==> src/rtl/sc_div_seq.sv <==
// Sequential stochastic-computing divider: a saturating feedback counter tracks
// dividend/divisor, sampled against rand_num to emit the quotient bitstream.
module sc_div_seq #(
  parameter int CNT_W  = 6,
  parameter int LEN_W  = 16,
  parameter int WARMUP = 16
) (
  input  logic             clk,
  input  logic             rst_n,
  input  logic             start,
  input  logic             mode,
  input  logic [CNT_W-1:0] init_val,
  input  logic [LEN_W-1:0] stream_len,
  input  logic [CNT_W-1:0] rand_num,
  input  logic             dividend,
  input  logic             divisor,
  output logic             quotient,
  output logic             quotient_vld,
  output logic             busy,
  output logic             done,
  output logic             sat_hi,
  output logic             sat_lo,
  output logic [CNT_W-1:0] cnt
);

  localparam logic [1:0] S_IDLE = 2'd0;
  localparam logic [1:0] S_WARM = 2'd1;
  localparam logic [1:0] S_RUN  = 2'd2;

  localparam int WU_W = (WARMUP > 0) ? $clog2(WARMUP + 1) : 1;
  localparam logic [WU_W-1:0]  WU_LAST = WU_W'((WARMUP > 0) ? WARMUP - 1 : 0);
  localparam logic [CNT_W-1:0] CNT_MID = {1'b1, {(CNT_W-1){1'b0}}};
  localparam logic [CNT_W-1:0] CNT_MAX = '1;

  logic [1:0]       state;
  logic             mode_r;
  logic [LEN_W-1:0] len_r;
  logic [LEN_W-1:0] run_cnt;
  logic [WU_W-1:0]  wu_cnt;

  logic             q, b, inc, dec, blk_hi, blk_lo;
  logic [CNT_W-1:0] cnt_nxt;

  // Feedback: the counter settles where q*divisor matches the dividend density.
  always_comb begin
    q       = (cnt >= rand_num);
    b       = mode_r ? ~(q ^ divisor) : (q & divisor);
    inc     = dividend & ~b;
    dec     = ~dividend & b;
    blk_hi  = inc && (cnt == CNT_MAX);
    blk_lo  = dec && (cnt == '0);
    cnt_nxt = cnt;
    if (inc && !blk_hi)      cnt_nxt = cnt + CNT_W'(1);
    else if (dec && !blk_lo) cnt_nxt = cnt - CNT_W'(1);
  end

  assign busy = (state != S_IDLE);

  always_ff @(posedge clk or negedge rst_n) begin
    if (!rst_n) begin
      state        <= S_IDLE;
      cnt          <= CNT_MID;
      mode_r       <= 1'b0;
      len_r        <= '0;
      run_cnt      <= '0;
      wu_cnt       <= '0;
      quotient     <= 1'b0;
      quotient_vld <= 1'b0;
      done         <= 1'b0;
      sat_hi       <= 1'b0;
      sat_lo       <= 1'b0;
    end else begin
      done <= 1'b0;
      if (state != S_IDLE) begin
        cnt    <= cnt_nxt;
        sat_hi <= sat_hi | blk_hi;
        sat_lo <= sat_lo | blk_lo;
      end
      case (state)
        S_IDLE: begin
          quotient     <= 1'b0;
          quotient_vld <= 1'b0;
          if (start) begin
            cnt     <= init_val;
            mode_r  <= mode;
            len_r   <= stream_len;
            sat_hi  <= 1'b0;
            sat_lo  <= 1'b0;
            run_cnt <= '0;
            wu_cnt  <= '0;
            if (WARMUP > 0)            state <= S_WARM;
            else if (stream_len == '0) done  <= 1'b1;
            else                       state <= S_RUN;
          end
        end
        S_WARM: begin
          quotient     <= 1'b0;
          quotient_vld <= 1'b0;
          if (wu_cnt == WU_LAST) begin
            if (len_r == '0) begin
              state <= S_IDLE;
              done  <= 1'b1;
            end else begin
              state <= S_RUN;
            end
          end else begin
            wu_cnt <= wu_cnt + WU_W'(1);
          end
        end
        S_RUN: begin
          quotient     <= q;
          quotient_vld <= 1'b1;
          if (run_cnt == len_r - LEN_W'(1)) begin
            state <= S_IDLE;
            done  <= 1'b1;
          end else begin
            run_cnt <= run_cnt + LEN_W'(1);
          end
        end
        default: state <= S_IDLE;
      endcase
    end
  end

endmodule

==> config.mk <==
export PLATFORM = sky130hd
export DESIGN_NAME = sc_div_seq
export DESIGN_NICKNAME = d
export VERILOG_FILES = /design/src/rtl/sc_div_seq.sv
export SDC_FILE = /design/constraint.sdc
export NUM_CORES = 1
export LEC_CHECK = 0
export CORE_UTILIZATION = 40
export DETAILED_ROUTE_END_ITERATION = 16
export PLACE_DENSITY_LB_ADDON = 0.1
export SLEW_MARGIN = 20
export SYNTH_ARGS = -nofsm -noshare
export SYNTH_HDL_FRONTEND = slang
export SYNTH_SLANG_ARGS = --single-unit
==> constraint.sdc <==
create_clock -name clk -period 9.4 [get_ports clk]
set_clock_uncertainty 0.1 [all_clocks]
set_input_delay 0.94 -clock clk [delete_from_list [all_inputs] [get_ports clk]]
set_output_delay 0.94 -clock clk [all_outputs]
set_load 0.05 [all_outputs]
==> flow_summary.yaml, run 1 <==
yosys:
  synth.most_common_cell: "dfrtp_1"
  synthFlopType: "dfrtp_1"
  ys_top_cells_by_count: "dfrtp_1 (50), a21oi_1 (35), nand2_1 (32)"
  synth_fp_nets: 441
  syn_area_sq_um: 3492
  synth.largest_area_cell: "dfrtp_1"
  synth-seq-cells: 51
  synthArstFlopShare: 1.000
  postSynthCellCount: 389
  yosysSeqAreaShare: 0.3658
  synth_cell_types: 61
  synth_edf_count: 0
  syn-mean-instance-area_sq_um: 8.977
  yosysTopAreaCellShare: 0.3583
  synth.area.top_cells: "dfrtp_1 (36%), ha_1 (6.4%), mux2_2 (5.5%)"
  yosysWarnings: 0
timing:
  tightest_slew_ns: 0.9540
  hold_viol_final: 0
  post-route-period-util: 0.4427
  post-route-min-period_ns: 4.162
  fmax_mhz: 240.3
  finalSetupViolations: 0
  max-slew-margin-rel: 0.3617
  fin_ws_ns: 5.238
  holdWs_ns: 0.3968
  fin_setup_tns_ns: 0
  rsz0062_at_grt: "false"
  drv_slew: 0
cells_and_area:
  fin_nets: 480
  fin_cells: 534
  areaGrowthSynthToFinish_pct: 17.59
  antennaDiodeCount: 0
  drive_gt1_frac: 0.1026
clocking:
  cts_hold_buf: 0
  cts-root-buf: "clkbuf_8"
  clk_pin_slew_ns: 0.09
  cts_resized: 0
  clkLatencyLatePin_ns: 0.31
  cts_tree: "built"
  clock-sinks: 51
  cts_buffers: 5
  cts_buffer_depth: 2
  post_cts_buffers: 0
  htree_levels: 2
power:
  max-vdd-ir-drop_uv: 76.11
  p_sw_uw: 274.8
  swShare: 0.4005
  p_int_uw: 411.3
  combinationalPowerShare: 0.364
  power_density_nw_per_um2: 167.1
  p_leak_nw: 1.787
  power_frac_seq: 0.439
  pwr-share-clk: 0.197
setup_path:
  critPathKind: "in -> reg"
  crit_start: "rand_num[0]"
  path_common_cell: "a21o_1"
  worstPathRequired_ns: 9.54
  worstPathMaxFanout: 4
  start_kind: "primary input"
  worstPathArrival_ns: 4.30
  end_kind: "flip-flop"
  cp_slowest_cell: "or4_1"
  r2r-end: "cnt[5]"
  r2r_start: "cnt[0]"
  r2r_slack_ns: 5.68
  max_stage_delay_ns: 0.44
  path_cells: "clkdlybuf4s50_1 -> ha_1 -> nand2b_1 -> a21o_1 -> a21o_1 -> a21o_1 -> a21o_1 -> a21oi_1 -> inv_1 -> ha_1 -> and2_1 -> o21a_1 -> or4_1 -> a221oi_1 -> xnor2_1 -> a21oi_1"
  ff2ff_path_depth: 16
run:
  maxCapViolCount: 0
floorplanning:
  core-area_sq_um: 8341
  rows: 33
  die_w_microns: 95.44
  ios: 46
  start_util: 0.4187
  die-area_sq_um: 9108
  fp.dieH_microns: 95.44
detailed_routing:
  route.detailed.drc: 0
  routed_via_density: 5.695
  drt_iter0_drc: 73
  vias: 3041
  wl_per_cell_microns: 15.29
  postRouteAntennaNets: 0
  firstDrtPassIters: 5
  drt-total-wl_microns: 8166
placement:
  hpwl_microns: 5955
  place_inst: 526
  gp_congestion: 0.8201
  portBuffers: 45
  dp_slack_ns: 4.908
grt:
  grt_antenna_before_repair: 0
  grt_usage: 0.1954
  grt_max_degree: 52
  grt_pass1_wl_microns: 13830
  overflow: 0
  grt_pass1_vias: 2869
hold_path:
  min_path_type: "reg -> reg"
  holdPathEnd: "quotient_vld"
  min-delay-start: "quotient_vld"
  hold_path_depth: 2
run_status:
  outcome: "complete, no violations"
==> how the worst max path moves through the flow <==
stage / end / slack [ns] / depth (start not counted)
finish: cnt[5] / 5.24 / 16
global route: cnt[5] / 5.00 / 17
CTS: cnt[5] / 5.23 / 16
detailed placement: cnt[5] / 4.91 / 16
global placement: cnt[5] / 4.96 / 16
floorplan: cnt[5] / 5.48 / 15
==> layout by cell type (no fill, tap or decap), types with 3 or more instances in the layout <==
cell              n
o211ai_1          4
mux2_2           17
and4_1            5
buf_4             3
clkbuf_8          5
a21o_1            5
clkdlybuf4s50_1  44
nand2_1          32
xnor2_1          14
xor2_1           10
a31oi_1           6
ha_1             18
o22ai_1           3
nor3_1           11
nor4_1            6
nand2b_1          5
dfrtp_1          50
nand4_1           7
a21oi_1          35
nor2_1           22
inv_1            20
a211oi_1          3
and3_1            5
or3_1            13
nand3_1          13
o21ai_0          26
==> cell families (layout without fill, tap and decap cells) <==
kind of cell               after synthesis  in the layout  synth area share
and+or+nand+nor                        138            138            0.2186
AOI/OAI and AO/OA                      102            102            0.1842
DFF                                     51             51            0.3658
buffers and inverters                   37             77           0.04478
xor gates and xnor gates                24             24           0.06019
muxes                                   19             19           0.06198
adders and majority gates               18             18           0.06449
==> registers in the layout, summed over array words and instances (netlist names) <==
signal / count
cnt: 6
done: 1
len_r: 16
mode_r: 1
quotient: 1
quotient_vld: 1
run_cnt: 16
sat_hi: 1
sat_lo: 1
state: 2
wu_cnt: 5
==> metrics by stage <==
stage | power (mW) | utilization | area [sq um]
after floorplan | 0.4701 | - | 3492
after global placement | 0.5524 | 0.4812 | 4014
after detailed placement | 0.5562 | 0.4812 | 4014
after CTS | 0.6927 | 0.4923 | 4106
after global routing | 0.7347 | 0.4923 | 4106
final | 0.6861 | 0.4923 | 4106
==> power by group through the flow <==
stage	Clock (mW)	Sequential [mW]	Combinational (mW)
after floorplan	0	0.331	0.139
after global placement	0	0.304	0.248
after detailed placement	0	0.305	0.251
after CTS	0.140	0.301	0.252
after global routing	0.148	0.308	0.278
final	0.135	0.301	0.249
==> critical path: cells and delay by family <==
family	cells	cell delay, ns
xor gates and xnor gates	1	0.10
AOI/OAI and AO/OA	8	1.51
buffers and inverters	2	0.47
and+or+nand+nor	3	0.74
adders and majority gates	2	0.54
==> final cells by class <==
type / instances / area (sq um)
inverters: 21 / 78.83
well taps: 105 / 131.4
repair buffers: 48 / 467.9
clock buffers: 5 / 68.82
flip-flops and latches: 51 / 1277
fillers: 790 / 4234
multi-input cells: 301 / 2058
clock inverters: 3 / 23.77
==> layer usage <==
metal  vias to the layer above  GRT usage  wire length [microns]
li1                       1503          -                      -
met1                      1476     0.2572                   3897
met2                        57     0.3429                   3908
met3                         5    0.02632                    308
met4                         0    0.03731                     51
met5                         -          0                      0
(Power assumes the default switching activity.)
==> run 2: changes to the inputs <==
==> constraint.sdc (replaced) <==
create_clock -name clk -period 4.3 [get_ports clk]
set_clock_uncertainty 0.1 [all_clocks]
set_input_delay 0.43 -clock clk [delete_from_list [all_inputs] [get_ports clk]]
set_output_delay 0.43 -clock clk [all_outputs]
set_load 0.05 [all_outputs]
==> flow_summary.yaml, run 2 (same netlist as run 1, synthesis figures left out) <==
run_status:
  outcome: "complete, no violations"
cells_and_area:
  drive_gt1_frac: 0.1088
  areaGrowthSynthToFinish_pct: 18.24
  post-route-util: 0.4951
  final_cell_area_sq_um: 4129
  fin_cells: 537
  fin_nets: 483
  final_common_cell: "dfrtp_1"
  antennaDiodeCount: 0
  top_regs: "len_r: 16 flops, run_cnt: 16 flops, cnt: 6 flops"
  layout_common_cells: "dfrtp_1 (50), clkdlybuf4s50_1 (44), a21oi_1 (35), nand2_1 (32), o21ai_0 (26)"
floorplanning:
  die_w_microns: 95.44
  fp.dieH_microns: 95.44
  start_util: 0.4187
  ios: 46
  core-area_sq_um: 8341
  die-area_sq_um: 9108
  rows: 33
detailed_routing:
  routed_via_density: 5.674
  firstDrtPassIters: 4
  postRouteAntennaNets: 0
  drt-total-wl_microns: 8249
  vias: 3047
  drt_iter0_drc: 91
  wl_per_cell_microns: 15.36
  route.detailed.drc: 0
timing:
  fin_ws_ns: 0.6098
  holdWs_ns: 0.1293
  finalSetupViolations: 0
  post-route-min-period_ns: 3.690
  hold_viol_final: 0
  fmax_mhz: 271.0
  tightest_slew_ns: 0.6868
  drv_slew: 0
  post-route-period-util: 0.8582
  rsz0062_at_grt: "false"
  max-slew-margin-rel: 0.5421
  fin_setup_tns_ns: 0
grt:
  grt_usage: 0.1916
  grt_pass1_wl_microns: 13550
  grtUsageMet3: 0.03907
  overflow: 0
  grt_antenna_before_repair: 0
  met2_usage: 0.3274
  grt_max_degree: 52
  grt_busiest_layer: "met2"
  met1_usage: 0.2524
  grt_pass1_vias: 2829
setup_path:
  critPathKind: "in -> reg"
  worstPathRequired_ns: 4.44
  ff2ff_path_depth: 16
  r2r-end: "cnt[5]"
  crit_start: "rand_num[0]"
  r2r_start: "cnt[0]"
  start_kind: "primary input"
  end_kind: "flip-flop"
  worstPathArrival_ns: 3.83
  cp-endpoint: "cnt[5]"
  r2r_slack_ns: 0.67
  worstPathMaxFanout: 4
power:
  p_total_mw: 1.514
  max-vdd-ir-drop_uv: 145.8
  power_density_nw_per_um2: 366.6
  p_leak_nw: 1.802
hold_path:
  min_path_type: "in -> async"
clocking:
  post_cts_buffers: 0
  cts_buffer_depth: 2
  cts_buffers: 5
  cts_resized: 0
  htree_levels: 2
  cts_tree: "built"
  clk_pin_slew_ns: 0.11
  cts-root-buf: "clkbuf_8"
  cts_hold_buf: 0
  clock-sinks: 51
  clkLatencyLatePin_ns: 0.32
placement:
  dpl_cell_area_sq_um: 4036
  dp_slack_ns: 0.2899
  hpwl_microns: 5970
  place_inst: 529
  gp_congestion: 0.8158
  portBuffers: 45
run:
  maxCapViolCount: 0
==> run 2: changes by cell type in the layout (fill, tap and decap cells not counted) <==
cell   previous run  this run
buf_4             3         6
==> run 2: routing by layer <==
| layer | up-vias | wire [microns] |
|---|---|---|
| li1 | 1516 | - |
| met1 | 1471 | 4022 |
| met2 | 54 | 3860 |
| met3 | 6 | 290 |
| met4 | 0 | 76 |
| met5 | - | 0 |
==> run 2: critical path: stages <==
cell and delay (ns):
clkdlybuf4s50_1 0.41, ha_1 0.28, nand2b_1 0.13, a21o_1 0.17, a21o_1 0.16, a21o_1 0.16, a21o_1 0.16, a21oi_1 0.17
inv_1 0.06, ha_1 0.26, and2_1 0.15, o21a_1 0.20, or4_1 0.44, a221oi_1 0.39, xnor2_1 0.16, a21oi_1 0.08
==> run 2: where the power goes <==
| group | internal [mW] | switching (mW) |
|---|---|---|
| Combinational | 0.246 | 0.318 |
| Clock | 0.117 | 0.181 |
| Sequential | 0.542 | 0.109 |
| Total | 0.906 | 0.608 |
==> run 2: how the worst min path moves through the flow <==
| stage | from | endpoint | depth (start not counted) |
|---|---|---|---|
| after CTS | rst_n | cnt[4] | 2 |
| after floorplan | rst_n | cnt[0] | 0 |
| final | rst_n | run_cnt[13] | 2 |
| after global placement | quotient_vld | quotient_vld | 2 |
| after global routing | rst_n | cnt[4] | 2 |
| after detailed placement | quotient_vld | quotient_vld | 2 |
==> run 2: area by class of cell <==
class | instances | area [sq um]
tap | 105 | 131.4
multi-input combinational | 301 | 2058
inverter | 21 | 78.83
timing repair buffer | 51 | 490.5
clock inverter | 3 | 23.77
clock buffer | 5 | 68.82
sequential | 51 | 1277
fill | 830 | 4212
